[config.mk]
export PLATFORM = sky130hd
export DESIGN_NAME = mult_div_unit_flat
export DESIGN_NICKNAME = d
export VERILOG_FILES = /design/src/rtl/mult_div_unit_if.sv /design/src/rtl/mult_div_unit.sv /design/src/flat_wrapper.sv
export SDC_FILE = /design/constraint.sdc
export NUM_CORES = 1
export LEC_CHECK = 0
export BUFFER_PORTS_ARGS = -buffer_cell sky130_fd_sc_hd__buf_2
export CORE_MARGIN = 2
export CORE_UTILIZATION = 45
export DETAILED_ROUTE_END_ITERATION = 6
export SYNTH_ARGS = -nofsm -noshare
export SYNTH_HDL_FRONTEND = slang
export SYNTH_SLANG_ARGS = --single-unit
[constraint.sdc]
create_clock -name clock -period 9.38 [get_ports clock]
set_input_delay 1.407 -clock clock [delete_from_list [all_inputs] [get_ports clock]]
set_output_delay 1.407 -clock clock [all_outputs]
set_load 0.02 [all_outputs]
[src/rtl/mult_div_unit_if.sv]
// Operand, control and HI/LO result bundle between the register-file stage and the
// iterative multiply/divide unit.
interface mult_div_unit_if #(
  parameter int WIDTH = 32
);
  logic             start;
  logic [1:0]       op;
  logic [WIDTH-1:0] operand_a;
  logic [WIDTH-1:0] operand_b;
  logic             flush;
  logic             hi_we;
  logic             lo_we;
  logic [WIDTH-1:0] mt_data;
  logic [WIDTH-1:0] hi;
  logic [WIDTH-1:0] lo;
  logic             busy;
  logic             done;
  logic             div_zero;

  modport master (
    output start, op, operand_a, operand_b, flush, hi_we, lo_we, mt_data,
    input  hi, lo, busy, done, div_zero
  );

  modport slave (
    input  start, op, operand_a, operand_b, flush, hi_we, lo_we, mt_data,
    output hi, lo, busy, done, div_zero
  );
endinterface

[src/rtl/mult_div_unit.sv]
// Iterative MULT/MULTU/DIV/DIVU unit with architectural HI/LO registers:
// one iteration per clock over magnitudes, sign fix-up in a final cycle.
module mult_div_unit #(
  parameter int WIDTH = 32,
  parameter int CNT_W = 6
) (
  input logic            clock,
  input logic            reset_n,
  mult_div_unit_if.slave bus
);

  typedef enum logic [1:0] {
    S_IDLE,
    S_CALC,
    S_FIX
  } state_t;

  localparam logic [CNT_W-1:0] LAST_ITER = CNT_W'(WIDTH - 1);

  state_t               state_reg, state_next;
  logic [CNT_W-1:0]     cnt_reg, cnt_next;
  logic [2*WIDTH-1:0]   acc_reg, acc_next;
  logic [WIDTH-1:0]     operand_reg, operand_next;
  logic [WIDTH-1:0]     dividend_reg, dividend_next;
  logic                 is_div_reg, is_div_next;
  logic                 neg_q_reg, neg_q_next;
  logic                 neg_r_reg, neg_r_next;
  logic [WIDTH-1:0]     hi_reg, hi_next;
  logic [WIDTH-1:0]     lo_reg, lo_next;
  logic                 busy_reg, busy_next;
  logic                 done_reg, done_next;
  logic                 div_zero_reg, div_zero_next;

  // Operand conditioning at the start edge: signed ops work on magnitudes.
  logic             sign_a, sign_b;
  logic [WIDTH-1:0] mag_a, mag_b;

  assign sign_a = ~bus.op[0] & bus.operand_a[WIDTH-1];
  assign sign_b = ~bus.op[0] & bus.operand_b[WIDTH-1];
  assign mag_a  = sign_a ? -bus.operand_a : bus.operand_a;
  assign mag_b  = sign_b ? -bus.operand_b : bus.operand_b;

  // Multiply: acc = {partial product, remaining multiplier bits}, shifted right.
  logic [WIDTH:0]     mul_sum;
  logic [2*WIDTH-1:0] mul_step;

  assign mul_sum  = acc_reg[0] ? ({1'b0, acc_reg[2*WIDTH-1:WIDTH]} + {1'b0, operand_reg})
                               : {1'b0, acc_reg[2*WIDTH-1:WIDTH]};
  assign mul_step = {mul_sum, acc_reg[WIDTH-1:1]};

  // Divide: acc = {partial remainder, dividend bits / quotient bits}, shifted left.
  logic [WIDTH:0]     div_rem, div_diff;
  logic               div_ge;
  logic [2*WIDTH-1:0] div_step;

  assign div_rem  = {acc_reg[2*WIDTH-1:WIDTH], acc_reg[WIDTH-1]};
  assign div_diff = div_rem - {1'b0, operand_reg};
  assign div_ge   = div_rem >= {1'b0, operand_reg};
  assign div_step = {(div_ge ? div_diff[WIDTH-1:0] : div_rem[WIDTH-1:0]),
                     acc_reg[WIDTH-2:0], div_ge};

  logic [2*WIDTH-1:0] product_fixed;
  logic [WIDTH-1:0]   quot_fixed, rem_fixed;
  logic               div_by_zero;

  assign product_fixed = neg_q_reg ? -acc_reg : acc_reg;
  assign quot_fixed    = neg_q_reg ? -acc_reg[WIDTH-1:0] : acc_reg[WIDTH-1:0];
  assign rem_fixed     = neg_r_reg ? -acc_reg[2*WIDTH-1:WIDTH] : acc_reg[2*WIDTH-1:WIDTH];
  assign div_by_zero   = (operand_reg == '0);

  always_comb begin
    state_next    = state_reg;
    cnt_next      = cnt_reg;
    acc_next      = acc_reg;
    operand_next  = operand_reg;
    dividend_next = dividend_reg;
    is_div_next   = is_div_reg;
    neg_q_next    = neg_q_reg;
    neg_r_next    = neg_r_reg;
    hi_next       = hi_reg;
    lo_next       = lo_reg;
    busy_next     = busy_reg;
    done_next     = 1'b0;
    div_zero_next = 1'b0;

    unique case (state_reg)
      S_IDLE: begin
        if (bus.hi_we) hi_next = bus.mt_data;
        if (bus.lo_we) lo_next = bus.mt_data;
        if (bus.start && !bus.flush) begin
          state_next    = S_CALC;
          busy_next     = 1'b1;
          cnt_next      = '0;
          is_div_next   = bus.op[1];
          neg_q_next    = sign_a ^ sign_b;
          neg_r_next    = sign_a;
          dividend_next = bus.operand_a;
          if (bus.op[1]) begin
            operand_next = mag_b;
            acc_next     = {{WIDTH{1'b0}}, mag_a};
          end else begin
            operand_next = mag_a;
            acc_next     = {{WIDTH{1'b0}}, mag_b};
          end
        end
      end

      S_CALC: begin
        if (bus.flush) begin
          state_next = S_IDLE;
          busy_next  = 1'b0;
        end else begin
          acc_next = is_div_reg ? div_step : mul_step;
          cnt_next = cnt_reg + 1'b1;
          if (cnt_reg == LAST_ITER) state_next = S_FIX;
        end
      end

      S_FIX: begin
        state_next = S_IDLE;
        busy_next  = 1'b0;
        if (!bus.flush) begin
          done_next = 1'b1;
          if (!is_div_reg) begin
            {hi_next, lo_next} = product_fixed;
          end else if (div_by_zero) begin
            hi_next       = dividend_reg;
            lo_next       = '1;
            div_zero_next = 1'b1;
          end else begin
            hi_next = rem_fixed;
            lo_next = quot_fixed;
          end
        end
      end

      default: begin
        state_next = S_IDLE;
        busy_next  = 1'b0;
      end
    endcase
  end

  always_ff @(posedge clock or negedge reset_n) begin
    if (!reset_n) begin
      state_reg    <= S_IDLE;
      cnt_reg      <= '0;
      acc_reg      <= '0;
      operand_reg  <= '0;
      dividend_reg <= '0;
      is_div_reg   <= 1'b0;
      neg_q_reg    <= 1'b0;
      neg_r_reg    <= 1'b0;
      hi_reg       <= '0;
      lo_reg       <= '0;
      busy_reg     <= 1'b0;
      done_reg     <= 1'b0;
      div_zero_reg <= 1'b0;
    end else begin
      state_reg    <= state_next;
      cnt_reg      <= cnt_next;
      acc_reg      <= acc_next;
      operand_reg  <= operand_next;
      dividend_reg <= dividend_next;
      is_div_reg   <= is_div_next;
      neg_q_reg    <= neg_q_next;
      neg_r_reg    <= neg_r_next;
      hi_reg       <= hi_next;
      lo_reg       <= lo_next;
      busy_reg     <= busy_next;
      done_reg     <= done_next;
      div_zero_reg <= div_zero_next;
    end
  end

  assign bus.hi       = hi_reg;
  assign bus.lo       = lo_reg;
  assign bus.busy     = busy_reg;
  assign bus.done     = done_reg;
  assign bus.div_zero = div_zero_reg;

endmodule

[src/flat_wrapper.sv]
// flat-port wrapper written by rule: the top's interface ports become plain ports
module mult_div_unit_flat 
#(
  parameter int WIDTH = 32,
  parameter int CNT_W = 6
)
  (clock, reset_n, bus_start, bus_op, bus_operand_a, bus_operand_b, bus_flush, bus_hi_we, bus_lo_we, bus_mt_data, bus_hi, bus_lo, bus_busy, bus_done, bus_div_zero);
  mult_div_unit_if #(.WIDTH(WIDTH)) bus_i ();
  input logic clock;
  input logic reset_n;
  input wire logic [$bits(bus_i.start)-1:0] bus_start;
  input wire logic [$bits(bus_i.op)-1:0] bus_op;
  input wire logic [$bits(bus_i.operand_a)-1:0] bus_operand_a;
  input wire logic [$bits(bus_i.operand_b)-1:0] bus_operand_b;
  input wire logic [$bits(bus_i.flush)-1:0] bus_flush;
  input wire logic [$bits(bus_i.hi_we)-1:0] bus_hi_we;
  input wire logic [$bits(bus_i.lo_we)-1:0] bus_lo_we;
  input wire logic [$bits(bus_i.mt_data)-1:0] bus_mt_data;
  output wire logic [$bits(bus_i.hi)-1:0] bus_hi;
  output wire logic [$bits(bus_i.lo)-1:0] bus_lo;
  output wire logic [$bits(bus_i.busy)-1:0] bus_busy;
  output wire logic [$bits(bus_i.done)-1:0] bus_done;
  output wire logic [$bits(bus_i.div_zero)-1:0] bus_div_zero;
  assign bus_i.start = bus_start;
  assign bus_i.op = bus_op;
  assign bus_i.operand_a = bus_operand_a;
  assign bus_i.operand_b = bus_operand_b;
  assign bus_i.flush = bus_flush;
  assign bus_i.hi_we = bus_hi_we;
  assign bus_i.lo_we = bus_lo_we;
  assign bus_i.mt_data = bus_mt_data;
  assign bus_hi = bus_i.hi;
  assign bus_lo = bus_i.lo;
  assign bus_busy = bus_i.busy;
  assign bus_done = bus_i.done;
  assign bus_div_zero = bus_i.div_zero;
  mult_div_unit #(.WIDTH(WIDTH), .CNT_W(CNT_W)) u_core (.clock(clock), .reset_n(reset_n), .bus(bus_i));
endmodule
==> qor.txt <==
outcome: finished, final reports clean
combinational family with the most area after synthesis: compound AO/OA/AOI/OAI gates
Synth Register Bits: 206
initial antenna violation count: 1
crit path DAT: 4570 ps
number of enable flip-flop cells after synthesis: 0
kind of cell adding the most delay to the critical path: compound AO/OA/AOI/OAI gates
First-pass DRT Iterations: 6
Final Net Count: 2498
largest net degree at the start of global routing: 89
vias per inst: 6.18
# H-tree levels: 1
RSZ-0062 raised after global routing: false
share of cells above drive strength 1: 11.9%
critical path's most frequent cell: a21oi_1
simple-gate share of the synthesized area: 19.4%
Cells after Synth: 2271
drt wl/cell: 23.7 um
CTS max path bufs: 3
TritonCTS Buffers: 25
crit share post-route: 44.2%
Site Rows: 71
Max Freq: 0.241 GHz
Diodes inserted: 0
HPWL Detailed: 51300 um
chip width: 200 um
power per standard cell area: 274 mW/mm2
mux cell area share after synthesis: 3.94%
max_cap viols: 0
grt total ovfl: 0
post_cts resized: 0
Placer Congestion: 0.953
post-route minimum period: 4140 ps
Hold Crit Class: flop to flop
Die Span Y: 200 um
initial core utilization: 45.8%
Worst Setup Path Type: flop to flop
maximum VDD drop: 0.136 mV
I/O pin count: 171
vias in the first global route: 16000
GRT Util Overall: 33.5%
crit path buf inv count: 1
post-CTS setup buffers: 0
root buffer cell: clkbuf_16
CTS sink cnt: 206
Area Overhead vs Synth: 11.1%
final antenna-violating net count: 0
Netlist Area Pre-Place: 0.0173 mm2
startpoint types: flop
first-pass GRT wire length: 100000 um
slowest cell delay on critical path: 690 ps
wirelength, routed: 67700 um
Port Buffers: 170
worst clock skew: 19.1 ps
Pleak: 8.31 nW
dpl cell area: 0.0184 mm2
Final Hold Violating Endpoints: 0
sequence of cells on the critical path: ha_1 -> a21oi_1 -> o22ai_1 -> a211oi_1 -> a21o_1 -> a31oi_1 -> a41o_1 -> a21oi_4 -> buf_4 -> mux2_2 -> a21oi_1 -> o21ai_0
ys async rst share: 100%
sequential share of the synthesized area: 29.8%
warnings from Yosys: 0
post-synthesis xor/xnor area fraction: 10.4%
Crit Path Max Fanout: 38
Final Util: 50.9%
hold_ws: 471 ps
Distinct cells, synth: 73
post-route cell area: 0.0192 mm2
max-slew violation count: 0
main flop type after synthesis: dfrtp_1
Clock Pin Slew Worst Setup and Hold Paths: 60 ps
TNS Setup: 0 ps
die area: 0.0400 mm2
WP data required: 9810 ps
Slew HR: 23.3%
CP endpoint kind: flop
count of final setup violators: 0
core area: 0.0378 mm2
synthesized netlist net count: 2446
Synth Area in Compound Gates: 25.9%
max reg flops: 64
PnR Total Power: 5.27 mW
fill count: 3772
Crit-path slowest cell: dfrtp_1
slew of the pin with the lowest slew margin: 1150 ps
hold bufs inserted after CTS: 0
Skew-Pair Late Insertion Delay: 560 ps
DRC viols: 0
CTS tree: done
Synth Area in Adders: 5.22%
vias: 17600
syn_area_per_cell: 7.62 um2
Iter 0 DRT Violations: 1861
-- worst paths after layout --
check / start / endpoint / slack, ps / depth (start not counted)
setup reg to reg: u_core.acc_reg[39] / u_core.acc_reg[36] / 5240 / 12
hold / removal: u_core.bus.lo[21] / u_core.bus.lo[21] / 470 / 2
hold reg to reg: u_core.bus.lo[21] / u_core.bus.lo[21] / 470 / 2
min in group asynchronous: reset_n / u_core.acc_reg[58] / 850 / 1
setup / recovery: u_core.acc_reg[39] / u_core.acc_reg[36] / 5240 / 12
max in group asynchronous: reset_n / u_core.cnt_reg[2] / 7100 / 2
-- final cells by class --
type	instances	area, um2	area share [%]
multi-input cells	1826	11300	58.6
well taps	511	639	3.33
inverters	67	251	1.31
flip-flops and latches	206	5160	26.8
clock buffers	40	762	3.96
clock inverters	6	91.3	0.475
repair buffers	197	1060	5.52
-- cell usage after synthesis, types with 33 or more instances --
library cell | count | area [um2]
nand2_1 | 340 | 1280
o21ai_0 | 227 | 1140
a21oi_1 | 214 | 1070
dfrtp_1 | 206 | 5150
nor2_1 | 176 | 661
clkbuf_1 | 148 | 556
xnor2_1 | 109 | 955
xor2_1 | 97 | 850
ha_1 | 69 | 863
inv_1 | 66 | 248
mux2i_1 | 58 | 581
o22ai_1 | 47 | 294
nand3_1 | 34 | 170
nor3_1 | 33 | 165
-- stage by stage --
stage                     setup slack, ps  std cells
after floorplan                      5470       2271
after global placement               5010       2807
after detailed placement             5020       2807
after CTS                            5270       2853
after global routing                 4930       2853
final                                5240       2853
-- power by group --
| group | internal (mW) | switching, mW | leakage [nW] |
|---|---|---|---|
| registers | 1.06 | 0.415 | 2.51 |
| logic | 1.10 | 1.67 | 5.40 |
| clock network | 0.610 | 0.416 | 0.407 |
-- layout by cell type, fill, tap and decap left out, drive strengths merged, types with 7 or more instances in the layout --
cell type | netlist | routed
o211ai | 21 | 21
and2 | 7 | 7
nor3 | 33 | 33
nor2 | 176 | 176
clkbuf | 150 | 41
nand2b | 21 | 21
mux2i | 58 | 58
dfrtp | 206 | 206
or3 | 29 | 29
nor4 | 22 | 22
nand3 | 34 | 34
ha | 69 | 69
mux2 | 9 | 9
xor2 | 97 | 97
o41ai | 14 | 14
a21oi | 215 | 215
buf | 22 | 196
a211oi | 32 | 32
a22o | 18 | 18
or4 | 18 | 18
inv | 66 | 67
a21o | 28 | 28
nand2 | 340 | 340
xnor2 | 109 | 109
o22ai | 47 | 47
o31ai | 26 | 26
a31oi | 16 | 16
nor2b | 27 | 27
or2 | 12 | 12
o21ai | 228 | 228
o22a | 10 | 10
o221ai | 13 | 13
nand4 | 16 | 16
and3 | 8 | 8
a221oi | 9 | 9
-- worst reg2reg max path, stage by stage (launching register included) --
cell      delay (ps)
dfrtp_1          690
ha_1             410
a21oi_1          240
o22ai_1          130
a211oi_1         320
a21o_1           190
a31oi_1          180
a41o_1           370
a21oi_4          310
buf_4            500
mux2_2           450
a21oi_1          140
o21ai_0           80
-- kinds of logic after synthesis --
family	Yosys count
and+or+nand+nor	747
adders and majority gates	71
buffers and inverters	239
xor gates and xnor gates	206
DFF	206
muxes	67
AOI/OAI and AO/OA	735
-- per-layer routing --
layer | GRT usage (%) | routed length, um | up-vias
met1 | 49.4 | 30300 | 8449
met5 | 0 | 7 | -
met4 | 9.63 | 2260 | 2
met3 | 6.89 | 6820 | 112
met2 | 49.2 | 28400 | 863
li1 | - | - | 8197
Note: power is estimated with default switching activity, not from simulation.
